**src/rtl/uart_pkg.sv**
```systemverilog
`default_nettype none
// ============================================================================
// Module      : uart_pkg
// Description : Shared UART definitions: transmit state encoding, frame and
//               counter widths, and the clocks-per-bit helper that the
//               transmitter and receiver both use.
// Revision    : 1.0 - initial release
// ============================================================================
package uart_pkg;

    // Transmit FSM states. PARITY exists only when UART_TX_PARITY_EN is defined.
    typedef enum logic [2:0] {
        IDLE   = 3'd0,
        START  = 3'd1,
        DATA   = 3'd2,
        PARITY = 3'd3,
        STOP   = 3'd4
    } tx_state_t;

    localparam int DATA_BITS = 8;
    localparam int CNT_W     = 16;

    // Clocks per bit. Integer division keeps transmitter and receiver in step.
    function automatic int bps_cnt(input int clk_freq, input int bps);
        return clk_freq / bps;
    endfunction

endpackage
`default_nettype wire

```
**src/rtl/uart_baud_tick.sv**
```systemverilog
`default_nettype none
// ============================================================================
// Module      : uart_baud_tick
// Description : Bit-period counter. Counts 0..BPS_CNT-1 while enabled and
//               flags the last clock of each bit with o_bit_end. Held at 0
//               while disabled, so every frame starts on a clean bit boundary.
// Revision    : 1.0 - initial release
// ============================================================================
module uart_baud_tick
    import uart_pkg::*;
#(
    parameter int BPS_CNT = 1736
) (
    input  logic clk,
    input  logic sys_rst_n,
    input  logic i_en,
    output logic o_bit_end
);

    localparam logic [CNT_W-1:0] c_LAST = CNT_W'(BPS_CNT - 1);

    logic [CNT_W-1:0] r_clk_cnt;
    logic             w_last;

    assign w_last    = (r_clk_cnt == c_LAST);
    assign o_bit_end = i_en && w_last;

    // Clock counter: runs while enabled, wraps at the end of each bit.
    always_ff @(posedge clk) begin
        if (!sys_rst_n) begin
            r_clk_cnt <= '0;
        end else if (!i_en || w_last) begin
            r_clk_cnt <= '0;
        end else begin
            r_clk_cnt <= r_clk_cnt + 1'b1;
        end
    end

endmodule
`default_nettype wire

```
**src/rtl/uart_send.sv**
```systemverilog
`default_nettype none
// ============================================================================
// Module      : uart_send
// Description : UART transmitter, 8N1, valid/ready byte input. One byte is
//               accepted in IDLE and shifted out LSB first on a registered
//               line. tx_done pulses in the cycle the FSM returns to IDLE, and
//               a byte accepted in that cycle starts on the next edge.
//               Optional macro UART_TX_PARITY_EN inserts an even-parity bit
//               between the data bits and the stop bit.
// Revision    : 1.0 - initial release
// ============================================================================
module uart_send
    import uart_pkg::*;
#(
    parameter int CLK_FREQ = 200_000_000,
    parameter int UART_BPS = 115200,
    parameter int BPS_CNT  = bps_cnt(CLK_FREQ, UART_BPS)
) (
    input  logic       clk,
    input  logic       sys_rst_n,
    input  logic       tx_valid,
    input  logic [7:0] tx_data,
    output logic       tx_ready,
    output logic       uart_tx,
    output logic       tx_busy,
    output logic       tx_done
);

    localparam logic [3:0] c_LAST_BIT = 4'(DATA_BITS - 1);

    tx_state_t  r_state;
    tx_state_t  w_state_nxt;
    logic       r_tx;
    logic       w_tx_nxt;
    logic       r_done;
    logic       w_done_nxt;
    logic [7:0] r_shift;
    logic [7:0] w_shift_nxt;
    logic [3:0] r_bit_cnt;
    logic [3:0] w_bit_cnt_nxt;
    logic       w_bit_end;
    logic       w_cnt_en;
`ifdef UART_TX_PARITY_EN
    logic       r_parity;
    logic       w_parity_nxt;
`endif

    assign w_cnt_en = (r_state != IDLE);

    uart_baud_tick #(
        .BPS_CNT (BPS_CNT)
    ) u_baud_tick (
        .clk       (clk),
        .sys_rst_n (sys_rst_n),
        .i_en      (w_cnt_en),
        .o_bit_end (w_bit_end)
    );

    // State register plus all registered datapath and outputs.
    always_ff @(posedge clk) begin
        if (!sys_rst_n) begin
            r_state   <= IDLE;
            r_tx      <= 1'b1;
            r_done    <= 1'b0;
            r_shift   <= '0;
            r_bit_cnt <= '0;
`ifdef UART_TX_PARITY_EN
            r_parity  <= 1'b0;
`endif
        end else begin
            r_state   <= w_state_nxt;
            r_tx      <= w_tx_nxt;
            r_done    <= w_done_nxt;
            r_shift   <= w_shift_nxt;
            r_bit_cnt <= w_bit_cnt_nxt;
`ifdef UART_TX_PARITY_EN
            r_parity  <= w_parity_nxt;
`endif
        end
    end

    // Next state, next line level and shift control; the line is registered
    // so the value for each bit is chosen one cycle ahead at the boundary.
    always_comb begin
        w_state_nxt   = r_state;
        w_tx_nxt      = r_tx;
        w_done_nxt    = 1'b0;
        w_shift_nxt   = r_shift;
        w_bit_cnt_nxt = r_bit_cnt;
`ifdef UART_TX_PARITY_EN
        w_parity_nxt  = r_parity;
`endif
        case (r_state)
            IDLE: begin
                w_tx_nxt = 1'b1;
                if (tx_valid) begin
                    w_state_nxt   = START;
                    w_tx_nxt      = 1'b0;
                    w_shift_nxt   = tx_data;
                    w_bit_cnt_nxt = '0;
`ifdef UART_TX_PARITY_EN
                    w_parity_nxt  = ^tx_data;
`endif
                end
            end
            START: begin
                if (w_bit_end) begin
                    w_state_nxt = DATA;
                    w_tx_nxt    = r_shift[0];
                end
            end
            DATA: begin
                if (w_bit_end) begin
                    if (r_bit_cnt == c_LAST_BIT) begin
                        w_bit_cnt_nxt = '0;
`ifdef UART_TX_PARITY_EN
                        w_state_nxt   = PARITY;
                        w_tx_nxt      = r_parity;
`else
                        w_state_nxt   = STOP;
                        w_tx_nxt      = 1'b1;
`endif
                    end else begin
                        w_bit_cnt_nxt = r_bit_cnt + 1'b1;
                        w_shift_nxt   = {1'b0, r_shift[7:1]};
                        w_tx_nxt      = r_shift[1];
                    end
                end
            end
`ifdef UART_TX_PARITY_EN
            PARITY: begin
                if (w_bit_end) begin
                    w_state_nxt = STOP;
                    w_tx_nxt    = 1'b1;
                end
            end
`endif
            STOP: begin
                w_tx_nxt = 1'b1;
                if (w_bit_end) begin
                    w_state_nxt = IDLE;
                    w_done_nxt  = 1'b1;
                end
            end
            default: begin
                w_state_nxt = IDLE;
                w_tx_nxt    = 1'b1;
            end
        endcase
    end

    assign uart_tx  = r_tx;
    assign tx_done  = r_done;
    assign tx_ready = (r_state == IDLE);
    assign tx_busy  = (r_state != IDLE);

endmodule
`default_nettype wire

```
**config.mk**
```make
export PLATFORM = sky130hd
export DESIGN_NAME = uart_send
export DESIGN_NICKNAME = d
export VERILOG_FILES = /design/src/rtl/uart_pkg.sv /design/src/rtl/uart_baud_tick.sv /design/src/rtl/uart_send.sv
export SDC_FILE = /design/constraint.sdc
export NUM_CORES = 1
export LEC_CHECK = 0
export CAP_MARGIN = 20
export CORE_ASPECT_RATIO = 2
export CORE_MARGIN = 1
export CORE_UTILIZATION = 35
export DETAILED_ROUTE_END_ITERATION = 8
export PLACE_DENSITY = 0.62
export SLEW_MARGIN = 20
export SYNTH_ARGS = -nofsm -noshare
export SYNTH_HDL_FRONTEND = slang
export SYNTH_SLANG_ARGS = --single-unit
export TNS_END_PERCENT = 1
```
**constraint.sdc**
```tcl
create_clock -name clk -period 1.5 [get_ports clk]
set_input_delay 0.45 -clock clk [delete_from_list [all_inputs] [get_ports clk]]
set_output_delay 0.45 -clock clk [all_outputs]
set_load 0.01 [all_outputs]
```
==> qor.yml, run 1 <==
max_stage_delay_ns: 0.59
netlist_instances: 195
top_usage_layer: "met2"
final-hold-violation-count: 0
path_cells: "buf_4, or4b_4, o21ai_4, buf_12, mux2i_1"
synth_edf_count: 0
status: "finished, violations left"
io_pins: 15
overflow: 0
min-delay-start: "r_shift[0]$_SDFFE_PN0P_"
yosysSeqAreaShare_pct: 39.82
crit_type: "flip-flop to flip-flop"
antenna_found_initial: 0
core_um2: 4598
routedWlPerCell_um: 14.23
cts_root_buf: "clkbuf_8"
fillers: 425
ant_nets: 0
crit_required_ns: 1.71
grt_start_max_net_pins: 17
arrival_ns: 1.81
finish.utilization_pct: 53.06
start_kind: "flip-flop"
die_x_um: 50.69
start_util_pct: 36.08
ir_worst_vdd_uv: 575.3
cts_made_buffers: 5
ys.flop_type: "dfxtp_1"
synth_nets: 208
synth_top_area_share_pct: 39.82
fin_setup_tns_ns: -0.8026
viasPerCell: 5.162
netlist_area_um2: 1659
drt-pass1-iter-count: 4
holdWs_ns: 0.4560
gp_congestion: 0.7910
die-area_um2: 5036
clock_latency_ns: 0.29
async_reset_ff_share_pct: 0
dp.cells: 294
grt_use_total_pct: 19.04
routed_wl_um: 4382
ys_ff_latch: 33
crit_slowest_cell: "or4b_4"
clk_pin_slew_worst_paths_ns: 0.07
portBuffers: 14
fmax_mhz: 627.1
timing.rr.start: "r_state[2]$_SDFFE_PN0P_"
fin_nets: 266
grt.met1_usage_pct: 17.95
drc: 0
violations: "negative setup slack"
postSynthAreaPerCell_um2: 8.508
clock-sinks: 33
cts_buffer_depth: 2
leakage_nw: 0.9193
ff_latch_area_um2: 689.4
synthDistinctLibCells: 46
setup_viol: 16
multiInputGateArea_um2: 1025
grt_pass1_wl_um: 7155
yosys-top-cells-area: "dfxtp_1 40%, nor2_1 6.6%, xnor2_1 5.3%, mux2i_1 4.2%, or3_1 3.4%"
stdcell_count: 308
vias: 1590
crit_family: "simple AND/OR/NAND/NOR gates"
relSlewSlack_pct: 76.66
slew_violations: 0
grt_use_met3_pct: 4.281
clock_skew_ns: 0.005126
cap_viol_max_count: 0
fin_crit_ns: 1.595
setup_ws_ns: -0.09466
drive_gt1_share_pct: 33.20
synth_warnings: 0
cts_tree: "yes"
placementRows: 35
crit_path_start: "r_state[2]$_SDFFE_PN0P_"
grt_pass1_vias: 1586
power_density_nw_per_um2: 740.2
tightest_slew_ns: 0.3469
die_h_um: 99.37
synthToLayoutAreaGrowth_pct: 47.06
crit_buf_inv: 2
synth_largest_area_cell: "dfxtp_1"
rsz0062_at_grt: "yes"
holdBufCountCts: 0
hold_class: "flip-flop to flip-flop"
antennaDiodeCount: 0
drtIter0Drc: 42
cts_max_level: 2
critPathMaxFanout: 7
final.period_utilization_pct: 106.3
dp_hpwl_um: 3019
use_met2_pct: 37.33
endpoint_kind: "flip-flop"
## cell usage in the layout, fill, tap and decap left out, types with 4 or more instances in the layout
| master | n |
|---|---|
| nor3_1 | 4 |
| buf_6 | 10 |
| nand2b_1 | 4 |
| or3_1 | 9 |
| inv_1 | 6 |
| nor2_1 | 28 |
| nand3_1 | 6 |
| clkdlybuf4s50_1 | 9 |
| dfxtp_4 | 7 |
| nor4_1 | 5 |
| nand2_1 | 11 |
| mux2i_1 | 7 |
| a21oi_1 | 10 |
| clkbuf_8 | 6 |
| buf_4 | 36 |
| o211ai_1 | 4 |
| dfxtp_1 | 24 |
| xnor2_1 | 10 |
## synth_stat cells, drive strengths merged, types with 2 or more instances
master	count
a21oi	10
and3	2
and4	2
buf	2
clkbuf	8
dfxtp	33
ha	2
inv	7
mux2i	7
nand2	13
nand2b	4
nand3	9
nand3b	3
nand4	3
nor2	29
nor2b	3
nor3	6
nor4	6
o211ai	4
o21ai	3
o31ai	2
or3	10
xnor2	10
xor2	3
## routing by layer
layer,vias to the layer above,wire length (um)
met4,0,89
li1,803,-
met3,10,113
met2,23,2550
met1,754,1629
met5,-,0
## state kept, by name, summed over array words and instances, names as in the netlist
register and count:
r_shift 8, r_bit_cnt 4, r_state 3, uart_tx 1, tx_done 1, u_baud_tick.r_clk_cnt 16
## layout make-up
cell class                      count  area share [%]
Sequential cell                    33           28.26
Timing Repair Buffer               61           22.31
Tap cell                           55           2.821
Inverter                            7           1.077
Clock buffer                        7           3.538
Multi-Input combinational cell    145           42.00
## worst paths after layout
check                            end  slack (ns)  depth (start not counted)
max          r_shift[2]$_SDFFE_PN0P_       -0.09                          5
min          r_shift[0]$_SDFFE_PN0P_        0.46                          2
min reg2reg  r_shift[0]$_SDFFE_PN0P_        0.46                          2
max reg2reg  r_shift[2]$_SDFFE_PN0P_       -0.09                          5
## report_power, final
part,internal (W),leakage [nW],switching [W]
clock,0.000364,0.0443,0.000316
combinational,0.000130,0.601,0.0000904
sequential,0.000890,0.274,0.0000162
total,0.00138,0.919,0.000423
## cell families (layout without fill, tap and decap cells)
| kind of cell | Yosys count | count (layout) | share of synthesized area, % |
|---|---|---|---|
| buffers and inverters | 17 | 75 | 3.921 |
| flip-flops | 33 | 33 | 39.82 |
| adder cells (fa/ha/maj) | 2 | 2 | 1.508 |
| AND/OR/NAND/NOR | 99 | 99 | 34.24 |
| multiplexers | 7 | 7 | 4.223 |
| XOR/XNOR | 13 | 13 | 6.863 |
| AO/OA/AOI/OAI | 24 | 24 | 9.427 |
## worst reg2reg max path: cells and delay by family (launching register included)
family / cells / cell delay [ns]
compound gates: 1 / 0.10
flops: 1 / 0.34
simple gates: 1 / 0.59
buf+inv: 2 / 0.30
mux: 1 / 0.19
## metrics by stage
stage	cell area [um2]	total power, W	worst slack (ns)
floorplan	1685	0.001018	-0.06313
finish	2440	0.001806	-0.09466
CTS	2369	0.001815	-0.09166
detailed placement	2157	0.001111	-0.5297
global placement	2157	0.001109	-0.5117
global route	2440	0.001870	-0.1960
## what timing repair did
item,CTS,global route
setup endpoints to repair,37,35
buffers inserted,4,2
pin swaps,8,5
cloned,1,0
resized for setup,35,17
Note: power is estimated with default switching activity, not from simulation.
==> run 2: changes to the inputs <==
--- a/config.mk
+++ b/config.mk
@@ -8,9 +8,9 @@
 export CAP_MARGIN = 20
 export CORE_ASPECT_RATIO = 2
 export CORE_MARGIN = 1
-export CORE_UTILIZATION = 35
+export CORE_UTILIZATION = 51
 export DETAILED_ROUTE_END_ITERATION = 8
-export PLACE_DENSITY = 0.62
+export PLACE_DENSITY = 0.82
 export SLEW_MARGIN = 20
 export SYNTH_ARGS = -nofsm -noshare
 export SYNTH_HDL_FRONTEND = slang
==> run 2 against run 1 <==
The run still ends with negative setup slack left. Total power fell by 1.2%. Clock-buffer cell count did not move. Combinational power fell by 9%. Highest routed layer unchanged.
==> qor.yml, run 2 (same netlist as run 1, synthesis figures left out) <==
clock_skew_ns: 0.008818  # was 0.005126 ns
start_kind: "flip-flop"  # unchanged
mostFrequentLayoutCells: "42 x buf_4, 29 x nor2_1, 24 x dfxtp_1, 13 x nand2_1, 10 x xnor2_1"  # was 36 x buf_4, 28 x nor2_1, 24 x dfxtp_1, 11 x nand2_1
crit_buf_inv: 1  # was 2
portBuffers: 14  # unchanged
rsz0062_at_grt: "yes"  # unchanged
fin_crit_ns: 1.633  # was 1.595 ns
fin_setup_tns_ns: -1.227  # was -0.8026 ns
top_regs: "u_baud_tick.r_clk_cnt x16, r_shift x8, r_bit_cnt x4"  # unchanged
ant_nets: 0  # unchanged
die_h_um: 82.66  # was 99.37 um
power_density_nw_per_um2: 745.8  # was 740.2 nW/um2
dp.cells: 276  # was 294
drive_gt1_share_pct: 35.04  # was 33.20%
clock-sinks: 33  # unchanged
critPathMaxFanout: 2  # was 7
drc: 0  # unchanged
tightest_slew_ns: 0.3883  # was 0.3469 ns
die-area_um2: 3499  # was 5036 um2
r2r_end: "u_baud_tick.r_clk_cnt[15]$_SDFF_PP0_"  # was r_shift[2]$_SDFFE_PN0P_
hold_class: "flip-flop to flip-flop"  # unchanged
cts_buffer_depth: 2  # unchanged
ff2ff_path_depth: 5  # unchanged
final-hold-violation-count: 0  # unchanged
grt_use_total_pct: 25.93  # was 19.04%
holdBufCountCts: 0  # unchanged
violations: "negative setup slack"  # unchanged
ir_worst_vdd_uv: 584.5  # was 575.3 uV
regToRegSetupSlack_ns: -0.13  # was -0.09 ns
drtIter0Drc: 34  # was 42
drt-pass1-iter-count: 4  # unchanged
finish.utilization_pct: 76.70  # was 53.06%
overflow: 0  # unchanged
crit_slowest_cell: "or4_4"  # was or4b_4
stdcell_count: 285  # was 308
crit_end: "u_baud_tick.r_clk_cnt[15]$_SDFF_PP0_"  # was r_shift[2]$_SDFFE_PN0P_
gp_congestion: 0.8124  # was 0.7910
dp_hpwl_um: 3069  # was 3019 um
crit_required_ns: 1.71  # about the same
crit_type: "flip-flop to flip-flop"  # unchanged
crit_family: "simple AND/OR/NAND/NOR gates"  # unchanged
grt_start_max_net_pins: 17  # unchanged
antenna_found_initial: 0  # unchanged
stdcell_area_um2: 2394  # was 2440 um2
relSlewSlack_pct: 73.92  # was 76.66%
die_x_um: 42.33  # was 50.69 um
cts_max_level: 2  # unchanged
timing.rr.start: "u_baud_tick.r_clk_cnt[5]$_SDFF_PP0_"  # was r_state[2]$_SDFFE_PN0P_
max_stage_delay_ns: 0.49  # was 0.59 ns
setup_viol: 31  # was 16
cts_root_buf: "clkbuf_8"  # unchanged
routed_wl_um: 4391  # was 4382 um
fmax_mhz: 612.3  # was 627.1 MHz
arrival_ns: 1.84  # was 1.81 ns
viasPerCell: 5.660  # was 5.162
holdWs_ns: 0.4584  # was 0.4560 ns
cts_made_buffers: 5  # unchanged
setup_ws_ns: -0.1332  # was -0.09466 ns
endpoint_kind: "flip-flop"  # unchanged
vias: 1613  # was 1590
routedWlPerCell_um: 15.41  # was 14.23 um
cts_tree: "yes"  # unchanged
status: "finished, violations left"  # unchanged
leakage_nw: 0.9303  # was 0.9193 nW
cap_viol_max_count: 0  # unchanged
final_common_cell: "buf_4"  # unchanged
largest_reg_flops: 16  # unchanged
max_flop_register: "u_baud_tick.r_clk_cnt"  # unchanged
path_cells: "buf_6, nand3_4, or3_4, or4_4, a21oi_2"  # was buf_4, or4b_4, o21ai_4, buf_12, mux2i_1
dpl_cell_area_um2: 2172  # was 2157 um2
clock_latency_ns: 0.28  # was 0.29 ns
antennaDiodeCount: 0  # unchanged
start_util_pct: 53.17  # was 36.08%
final.period_utilization_pct: 108.9  # was 106.3%
slew_violations: 0  # unchanged
grt_pass1_wl_um: 6782  # was 7155 um
io_pins: 15  # unchanged
cp.depth: 5  # unchanged
synthToLayoutAreaGrowth_pct: 44.27  # was 47.06%
grt_pass1_vias: 1608  # was 1586
clk_pin_slew_worst_paths_ns: 0.06  # was 0.07 ns
crit_path_start: "u_baud_tick.r_clk_cnt[5]$_SDFF_PP0_"  # was r_state[2]$_SDFFE_PN0P_
fin_nets: 267  # was 266
core_um2: 3120  # was 4598 um2
placementRows: 29  # was 35
run 2: timing repair:
| item | CTS | global route |
|---|---|---|
| buffers inserted | 2 | 0 |
| cloned | 0 | 0 |
| gates resized for setup | 32 | 10 |
| endpoints found under the setup margin | 36 | 34 |
| pin swaps | 4 | 1 |
run 2: metrics by stage:
stage          power (W)  setup slack [ns]
3_5_place_dp    0.001115           -0.5320
5_1_grt         0.001843           -0.1746
6_report        0.001785           -0.1332
3_3_place_gp    0.001112           -0.5044
2_1_floorplan   0.001018          -0.06313
4_1_cts         0.001792          -0.08359
run 2: per-layer routing:
metal	GRT usage [%]	part of all wire, %	wire, um	vias up
met5	0	0	0	-
met4	14.06	3.3	144	0
met3	4.348	2.0	86	13
met2	53.85	59	2579	31
met1	22.07	36	1581	765
li1	-	-	-	804
run 2: how the worst min path moves through the flow:
stage	from	to	slack (ns)	cells after the start
detailed placement	r_shift[5]$_SDFFE_PN0P_	r_shift[5]$_SDFFE_PN0P_	0.45	2
global route	r_shift[3]$_SDFFE_PN0P_	r_shift[3]$_SDFFE_PN0P_	0.48	2
floorplan	u_baud_tick.r_clk_cnt[0]$_SDFF_PP0_	u_baud_tick.r_clk_cnt[0]$_SDFF_PP0_	0.43	1
CTS	r_shift[5]$_SDFFE_PN0P_	r_shift[5]$_SDFFE_PN0P_	0.46	2
finish	r_shift[5]$_SDFFE_PN0P_	r_shift[5]$_SDFFE_PN0P_	0.46	2
global placement	r_shift[5]$_SDFFE_PN0P_	r_shift[5]$_SDFFE_PN0P_	0.44	2
run 2: worst min-delay path, stage by stage, from the launching register on:
cell and delay [ns]:
dfxtp_1 0.31, nand2_1 0.05, mux2i_1 0.05
run 2: power by group:
| part | internal [W] | leakage [nW] | switching, W |
|---|---|---|---|
| Combinational | 0.000115 | 0.614 | 0.0000858 |
| Sequential | 0.000898 | 0.272 | 0.0000163 |
| Clock | 0.000364 | 0.0443 | 0.000306 |
run 2: layout make-up:
| class | count | area, um2 |
|---|---|---|
| Timing Repair Buffer | 62 | 533.0 |
| Multi-Input combinational cell | 145 | 1035 |
| Tap cell | 31 | 38.79 |
| Inverter | 7 | 26.28 |
| Fill cell | 210 | 726.9 |
| Sequential cell | 33 | 674.4 |
| Clock buffer | 7 | 86.33 |
==> run 3: changes to the inputs <==
--- a/config.mk
+++ b/config.mk
@@ -5,12 +5,11 @@
 export SDC_FILE = /design/constraint.sdc
 export NUM_CORES = 1
 export LEC_CHECK = 0
-export CAP_MARGIN = 20
 export CORE_ASPECT_RATIO = 2
 export CORE_MARGIN = 1
 export CORE_UTILIZATION = 51
 export DETAILED_ROUTE_END_ITERATION = 8
-export PLACE_DENSITY = 0.82
+export PLACE_DENSITY = 0.84
 export SLEW_MARGIN = 20
 export SYNTH_ARGS = -nofsm -noshare
 export SYNTH_HDL_FRONTEND = slang
==> run 3 against run 2 <==
The flow still finishes with violations (negative setup slack). Register-to-register slack worse by 0.02 ns. Die area unchanged. Sequential cell count is the same. Combinational power barely moved. Maximum frequency shrank 0.94%. Final cell count grew 0.70%. Worst hold slack better by 0.0029 ns. Via count rose by 5.8%. Critical path type unchanged. Highest routed layer unchanged.
==> qor.yml, run 3 (same netlist as run 1, synthesis figures left out) <==
placementRows: 29  # unchanged
critPathMaxFanout: 3  # was 2
regToRegSetupSlack_ns: -0.15  # was -0.13 ns
io_pins: 15  # unchanged
final_common_cell: "buf_4"  # unchanged
gp_congestion: 0.8001  # was 0.8124
top_regs: "u_baud_tick.r_clk_cnt x16, r_shift x8, r_bit_cnt x4"  # unchanged
crit_end: "u_baud_tick.r_clk_cnt[15]$_SDFF_PP0_"  # unchanged
die_x_um: 42.33  # unchanged
setup_viol: 29  # was 31
fin_nets: 269  # was 267
crit_required_ns: 1.73  # was 1.71 ns
max_stage_delay_ns: 0.50  # was 0.49 ns
leakage_nw: 0.9526  # was 0.9303 nW
portBuffers: 14  # unchanged
cp.depth: 5  # unchanged
holdBufCountCts: 0  # unchanged
cap_viol_max_count: 0  # unchanged
start_util_pct: 53.17  # unchanged
clock-sinks: 33  # unchanged
vias: 1706  # was 1613
mostFrequentLayoutCells: "38 x buf_4, 29 x nor2_1, 23 x dfxtp_1, 13 x nand2_1, 11 x buf_6"  # was 42 x buf_4, 29 x nor2_1, 24 x dfxtp_1, 13 x nand2_1, 10 x xnor2_1
endpoint_kind: "flip-flop"  # unchanged
violations: "negative setup slack"  # unchanged
max_flop_register: "u_baud_tick.r_clk_cnt"  # unchanged
crit_family: "simple AND/OR/NAND/NOR gates"  # unchanged
clkPwrFrac_pct: 38.0  # was 37.5%
grt_pass1_wl_um: 7514  # was 6782 um
setup_ws_ns: -0.1486  # was -0.1332 ns
rsz0062_at_grt: "yes"  # unchanged
top_usage_layer: "met2"  # unchanged
total_power_w: 0.001803  # was 0.001785 W
status: "finished, violations left"  # unchanged
largest_reg_flops: 16  # unchanged
cts_max_level: 2  # unchanged
grt_pass1_vias: 1740  # was 1608
fillers: 203  # was 210
crit_buf_inv: 1  # unchanged
crit_type: "flip-flop to flip-flop"  # unchanged
r2r_end: "u_baud_tick.r_clk_cnt[15]$_SDFF_PP0_"  # unchanged
die_h_um: 82.66  # unchanged
tightest_slew_ns: 0.3663  # was 0.3883 ns
power_density_nw_per_um2: 732.1  # was 745.8 nW/um2
hold_class: "flip-flop to flip-flop"  # unchanged
min-delay-start: "r_shift[2]$_SDFFE_PN0P_"  # was r_shift[5]$_SDFFE_PN0P_
grt_use_met3_pct: 5.217  # was 4.348%
clock_latency_ns: 0.29  # was 0.28 ns
power.internal_w: 0.001373  # was 0.001377 W
ff2ff_path_depth: 5  # unchanged
routedWlPerCell_um: 17.81  # was 15.41 um
use_met2_pct: 57.69  # was 53.85%
finish.utilization_pct: 78.91  # was 76.70%
cts_buffer_depth: 2  # unchanged
p_sw_share_pct: 23.84  # was 22.86%
fin_crit_ns: 1.649  # was 1.633 ns
cts_made_buffers: 5  # unchanged
slew_violations: 0  # unchanged
grt.met1_usage_pct: 25.81  # was 22.07%
dpl_cell_area_um2: 2157  # was 2172 um2
drive_gt1_share_pct: 36.72  # was 35.04%
clock_skew_ns: 0.005661  # was 0.008818 ns
grt_start_max_net_pins: 17  # unchanged
stdcell_area_um2: 2462  # was 2394 um2
crit_path_start: "u_baud_tick.r_clk_cnt[6]$_SDFF_PP0_"  # was u_baud_tick.r_clk_cnt[5]$_SDFF_PP0_
antennaDiodeCount: 0  # unchanged
core_um2: 3120  # unchanged
relSlewSlack_pct: 75.35  # was 73.92%
cts_root_buf: "clkbuf_8"  # unchanged
overflow: 0  # unchanged
drtIter0Drc: 45  # was 34
die-area_um2: 3499  # unchanged
cts_tree: "yes"  # unchanged
p_switching_w: 0.0004297  # was 0.0004081 W
antenna_found_initial: 0  # unchanged
dp_hpwl_um: 3192  # was 3069 um
timing.rr.start: "u_baud_tick.r_clk_cnt[6]$_SDFF_PP0_"  # was u_baud_tick.r_clk_cnt[5]$_SDFF_PP0_
path_cells: "buf_6, nand3_4, or3_4, or4_4, a21oi_2"  # unchanged
routed_wl_um: 5112  # was 4391 um
crit_slowest_cell: "or4_4"  # unchanged
final.period_utilization_pct: 109.9  # was 108.9%
ir_worst_vdd_uv: 609.9  # was 584.5 uV
viasPerCell: 5.944  # was 5.660
arrival_ns: 1.87  # was 1.84 ns
fmax_mhz: 606.6  # was 612.3 MHz
start_kind: "flip-flop"  # unchanged
grt_use_total_pct: 28.79  # was 25.93%
holdWs_ns: 0.4613  # was 0.4584 ns
final-hold-violation-count: 0  # unchanged
synthToLayoutAreaGrowth_pct: 48.42  # was 44.27%
drt-pass1-iter-count: 4  # unchanged
power.share.sequential_pct: 50.8  # was 51.2%
pwr-share-comb_pct: 11.2  # about the same
clk_pin_slew_worst_paths_ns: 0.06  # about the same
drc: 0  # unchanged
ant_nets: 0  # unchanged
## run 3: changes by cell type in the layout (fill, tap and decap cells not counted), sizes merged
| cell | delta |
|---|---|
| buf | +1 |
| clkbuf | +1 |
## run 3: cell type report
class	instances	area [um2]	share of cell area (%)
Sequential cell	33	675.6	27.44
Inverter	7	26.28	1.067
Timing Repair Buffer	64	575.6	23.37
Tap cell	31	38.79	1.575
Multi-Input combinational cell	145	1060	43.04
Clock buffer	7	86.33	3.506
## run 3: worst min path at each step
stage | cells after the start | slack, ns | end
after global routing | 2 | 0.47 | r_shift[2]$_SDFFE_PN0P_
after global placement | 2 | 0.44 | r_shift[2]$_SDFFE_PN0P_
after CTS | 2 | 0.46 | r_shift[2]$_SDFFE_PN0P_
final | 2 | 0.46 | r_shift[2]$_SDFFE_PN0P_
after detailed placement | 2 | 0.45 | r_shift[2]$_SDFFE_PN0P_
after floorplan | 1 | 0.43 | u_baud_tick.r_clk_cnt[0]$_SDFF_PP0_
## run 3: worst reg2reg max path, stage by stage, from the launching register on
cell	delay, ns
dfxtp_2	0.37
buf_6	0.12
nand3_4	0.07
or3_4	0.38
or4_4	0.50
a21oi_2	0.15
## run 3: power groups by stage
stage / Clock, W / Sequential (W) / Combinational (W)
3_5_place_dp: 0 / 0.000933 / 0.000178
2_1_floorplan: 0 / 0.000930 / 0.0000881
5_1_grt: 0.000718 / 0.000917 / 0.000219
3_3_place_gp: 0 / 0.000932 / 0.000174
4_1_cts: 0.000692 / 0.000916 / 0.000186
6_report: 0.000685 / 0.000915 / 0.000203
## run 3: per-layer routing
metal / share of wire [%] / wire (um)
met5: 0 / 0
met4: 4.0 / 202
met3: 3.1 / 157
met2: 58 / 2954
met1: 35 / 1797
## run 3: stage by stage
step	TNS (ns)	cells	setup slack, ns
global placement	-6.323	274	-0.4897
global route	-3.872	287	-0.1740
finish	-2.460	287	-0.1486
CTS	-0.4475	282	-0.1011
floorplan	-0.3381	195	-0.06313
detailed placement	-7.844	274	-0.5460
## run 3: repair_timing
action,in CTS,in global routing
resized for setup,37,16
buffers inserted,1,4
pin swaps,11,7
gates cloned,0,1
setup endpoints to repair,37,33
